==> config.mk <==
export PLATFORM = sky130hd
export DESIGN_NAME = rr_priority_encoder
export DESIGN_NICKNAME = d
export VERILOG_FILES = /design/src/rtl/arb_pkg.sv /design/src/rtl/rr_priority_encoder.sv
export SDC_FILE = /design/constraint.sdc
export NUM_CORES = 1
export LEC_CHECK = 0
export BUFFER_PORTS_ARGS = -buffer_cell sky130_fd_sc_hd__buf_4
export CAP_MARGIN = 40
export CORE_AREA = 2 2 45 47
export DETAILED_ROUTE_END_ITERATION = 12
export DIE_AREA = 0 0 47 49
export PLACE_DENSITY = 0.68
export SYNTH_ARGS = -nofsm -noshare
export SYNTH_HDL_FRONTEND = slang
export SYNTH_SLANG_ARGS = --single-unit
==> constraint.sdc <==
create_clock -name vclk -period 3.1
set_input_delay 0 -clock vclk [all_inputs]
set_output_delay 0 -clock vclk [all_outputs]
set_load 0.02 [all_outputs]
==> src/rtl/arb_pkg.sv <==
// Shared types and sizing for the eight-requester round-robin arbiter.
package arb_pkg;

    localparam int NUM_REQ  = 8;
    localparam int IDX_W    = 3;
    localparam int MAX_HOLD = 16;

    typedef enum logic [1:0] {
        IDLE = 2'd0,
        BUSY = 2'd1,
        GAP  = 2'd2
    } arb_state_t;

endpackage

==> src/rtl/rr_priority_encoder.sv <==
// Combinational round-robin search: the first set request after ptr, with wrap-around.
module rr_priority_encoder
    import arb_pkg::*;
(
    input  logic [NUM_REQ-1:0] req,
    input  logic [IDX_W-1:0]   ptr,
    output logic [IDX_W-1:0]   idx,
    output logic               any
);

    logic [NUM_REQ-1:0] rot;
    logic [IDX_W-1:0]   off;
    logic [IDX_W-1:0]   src;

    // rot[0] is the requester just after ptr, so the previous owner sits in rot[7].
    always_comb begin
        rot = '0;
        off = '0;
        src = '0;
        for (int i = 0; i < NUM_REQ; i++) begin
            src    = ptr + IDX_W'(i) + IDX_W'(1);
            rot[i] = req[src];
        end
        for (int i = NUM_REQ - 1; i >= 0; i--) begin
            if (rot[i]) off = IDX_W'(i);
        end
        idx = ptr + off + IDX_W'(1);
        any = |req;
    end

endmodule

* Word-level counts from Yosys, hierarchy flattened
Cells that the tools add are included.
Word-level totals: register bits 0, bits in latches 0, memory bits (writable) 0, ROM bits 0, input bits 11, output and inout bits 4, logic and storage cells 49, memories 0
Operators by class: add/subtract/negate cells 16, multiply operators 0, divide/modulo/power cells 0, order comparisons 8, equality and inequality tests 0, shift-type cells 0, muxes and demuxes 24, bitwise gates (word level) 0, reductions and logical operators 1
Operator list (count):
- $lt A3 B4 Y1 const B | 8
- $add A3 B1 Y3 const B | 9
- $bmux W1 S3 | 8
- $mux W3 | 8
- $add A3 B3 Y3 const B | 4
- $mux W1 | 8
- $reduce_or A8 Y1 | 1
- $add A3 B2 Y3 const B | 2
- $add A3 B3 Y3 | 1

* Logic depth before layout (Yosys ltp)
word-level depth 14, depth in mapped cells 16, mapped depth without buffers 14

* Worst setup path after synthesis
No wires, ideal clock.
path type input port to output port, start input port ptr[0], end output port idx[2], arrival 3251 ps, path slack -151 ps, stages 13, path buffers 2, path through buf_6 inv_1 ha_1 buf_2 mux2_2 mux4_2 nor2_1 a21oi_1 fa_1 xor2_1 or3_1 o32ai_1 a211oi_1
Between the ends: word-level cells in the longest chain between the ends 14
RTL lines:
- start: declaration | line rr_priority_encoder.sv:6 | input logic [IDX_W-1:0] ptr,
- $add A3 B3 Y3 | line rr_priority_encoder.sv:21 | src = ptr + IDX_W'(i) + IDX_W'(1);
- $add A3 B1 Y3 | line rr_priority_encoder.sv:21
- $bmux W1 S3 | line rr_priority_encoder.sv:22 | rot[i] = req[src];
- $mux W1 (not written as such) | line rr_priority_encoder.sv:22
- $mux W3 (8 in a row) | line rr_priority_encoder.sv:25 | if (rot[i]) off = IDX_W'(i);
- $add A3 B3 Y3 * | line rr_priority_encoder.sv:27 | idx = ptr + off + IDX_W'(1);
- $add A3 B1 Y3 * | line rr_priority_encoder.sv:27
- end: declaration | line rr_priority_encoder.sv:7 | output logic [IDX_W-1:0] idx,
Every way passes the cells marked *; elsewhere a longest branch is shown, timed or not. The select of a mux whose other input is x is not followed.

* Worst setup path after layout
Ends and elaborated chain as after synthesis.

==> impl_metrics.yaml <==
setup_path:
  start_kind: "input pin"
  cp_max_fo: 10
  cp.arrival_ns: 3.00
  crit_chain: "buf_8 > buf_12 > ha_4 > xor2_4 > xor2_2 > mux4_2 > nand2b_1 > o211ai_1 > ha_2 > inv_2 > fa_2 > xor2_1 > or3_1 > o32ai_2 > a211oi_2 > buf_4"
  crit_start: "ptr[0]"
  crit_path_max_incr_delay_ns: 0.40
  crit_path_end_kind: "output port"
  path_class: "input pin to output port"
  slowest_stage: "mux4_2"
  cp.required_ns: 3.10
pwr:
  power_density_nw_per_um2: 263
  power.total_uw: 282
  vdd.ir_drop.worst_uv: 124
  leakage_uw: 0.000449
grt:
  grt_max_degree: 11
  antenna_found_initial: 0
  grt_pass1_vias: 655
  overflow: 0
  grt_pass1_wl_microns: 2930
  met2_usage_pct: 29.5
  met3_usage_pct: 0
  met1_usage_pct: 22.9
  grtUsageTotal_pct: 16.4
  grt.busiest_layer: "met2"
floorplanning:
  die_x_microns: 47
  die_height_microns: 49
  fp-row-count: 16
  initial_core_util_pct: 37.0
  dieArea_sq_um: 2300
  core_sq_um: 1840
  pin_count: 15
sta:
  rsz0062_at_grt: "yes"
  relSlewSlack_pct: 75.5
  max_freq_mhz: 333
  setup_tns_ns: 0
  worst_pin_slew_ns: 0.364
  finalHoldViolCount: 0
  fin_crit_sh_pct: 96.8
  setup_viol: 0
  fin_crit_ns: 3.00
  layout_setup_ws_ns: 0.0995
  timing.final.max_slew_violations: 0
logic_synthesis:
  ys_top_cells_by_count: "mux2i_1 (9), mux4_2 (7)"
  synth.area.top_cells: "mux4_2 (23%), mux2i_1 (13%), ha_1 (7.3%)"
  ys_seq_area_share_pct: 0
  yosysMostFrequentCell: "mux2i_1"
  synth_area_sq_um: 682
  syn-num-nets: 85
  yosysUniqueCellTypes: 29
  syn-instance-count: 69
  synth_top_cell_by_area: "mux4_2"
  yosysWarnings: 0
  syn_area_per_cell_sq_um: 9.88
  synth_top_area_share_pct: 23.1
route:
  ant_nets: 0
  drt_iter0_drc: 4
  dr.pass1.iters: 3
  drc: 0
  vias: 687
  post_drt_wl_per_cell_microns: 16.1
  viasPerCell: 5.68
  wirelength_microns: 1950
final_layout:
  layout.nets: 112
  multi_input_area_sq_um: 762
  seq_cell_count: 0
  n_clock_buffer: 0
  synthToLayoutAreaGrowth_pct: 57.2
  seq_area_sq_um: 0
  diodes: 0
  fillers: 167
  drive_gt1_share_pct: 66.0
place:
  dpl_worst_slack_ns: -0.0693
  place.gp.congestion: 0.812
  numPortBuffers: 15
  place_hpwl_microns: 1400
clock_network:
  postCtsHoldBufs: 0
outcome:
  status: "finished clean"
hold_path:
  hold_start: "req[2]"
  holdCritPathClass: "input pin to output port"
job:
  maxCapViolCount: 0
## metrics by stage
step,instances,util (%),area [sq um],hold WS (ns)
4_1_cts,116,48.7,897,0.339
3_5_place_dp,116,47.5,875,0.335
6_report,121,58.2,1070,0.341
5_1_grt,121,58.2,1070,0.362
3_3_place_gp,116,47.5,875,0.332
2_1_floorplan,69,-,689,0.172
## placed cells by master, fill, tap and decap left out, drive strengths merged
master,n
and3,2
nand2,3
nor3,2
xor2,3
mux4,8
or3,1
a21oi,3
o41a,1
nor2,4
o21ai,1
ha,4
o41ai,1
mux2,8
fa,1
a221oi,1
buf,29
nor4,3
o32ai,1
inv,4
xnor2,1
nand2b,1
a211oi,1
mux2i,9
o211ai,1
nor3b,1
## worst paths after layout
check     end  slack, ns  depth (start not counted)
min       any       0.34                          4
max    idx[2]        0.1                         16
## worst max-delay path: cells and delay by family
family | cells | cell delay [ns]
AO/OA/AOI/OAI | 3 | 0.54
multiplexers | 1 | 0.40
buffers and inverters | 4 | 0.43
AND/OR/NAND/NOR | 2 | 0.45
adder cells (fa/ha/maj) | 3 | 0.70
XOR/XNOR | 3 | 0.49
## layout make-up
class | instances | share of cell area [%]
repair buffers | 29 | 24.4
well taps | 27 | 3.15
inverters | 4 | 1.40
multi-input cells | 61 | 71.1
## kinds of logic after synthesis
family / synth area share [%]
muxes: 53.9
and+or+nand+nor: 12.8
AOI/OAI and AO/OA: 10.6
buffers and inverters: 6.05
adders and majority gates: 10.3
xor gates and xnor gates: 6.24
## report_power, final
part / internal (uW) / switching (uW) / leakage [uW]
Combinational: 151 / 132 / 0.000449
Sequential: 0 / 0 / 0
Clock: 0 / 0 / 0
Total: 151 / 132 / 0.000449
## timing repair
item,4_1_cts,5_1_grt
resized for setup,4,35
setup endpoints to repair,1,1
pin swaps,0,9
setup buffers,0,5
## per-layer routing
layer	up-vias	part of all wire [%]
li1	324	-
met1	349	45
met2	14	53
met3	0	1.9
met4	0	0
met5	-	0
Note: power is estimated with default switching activity, not from simulation.
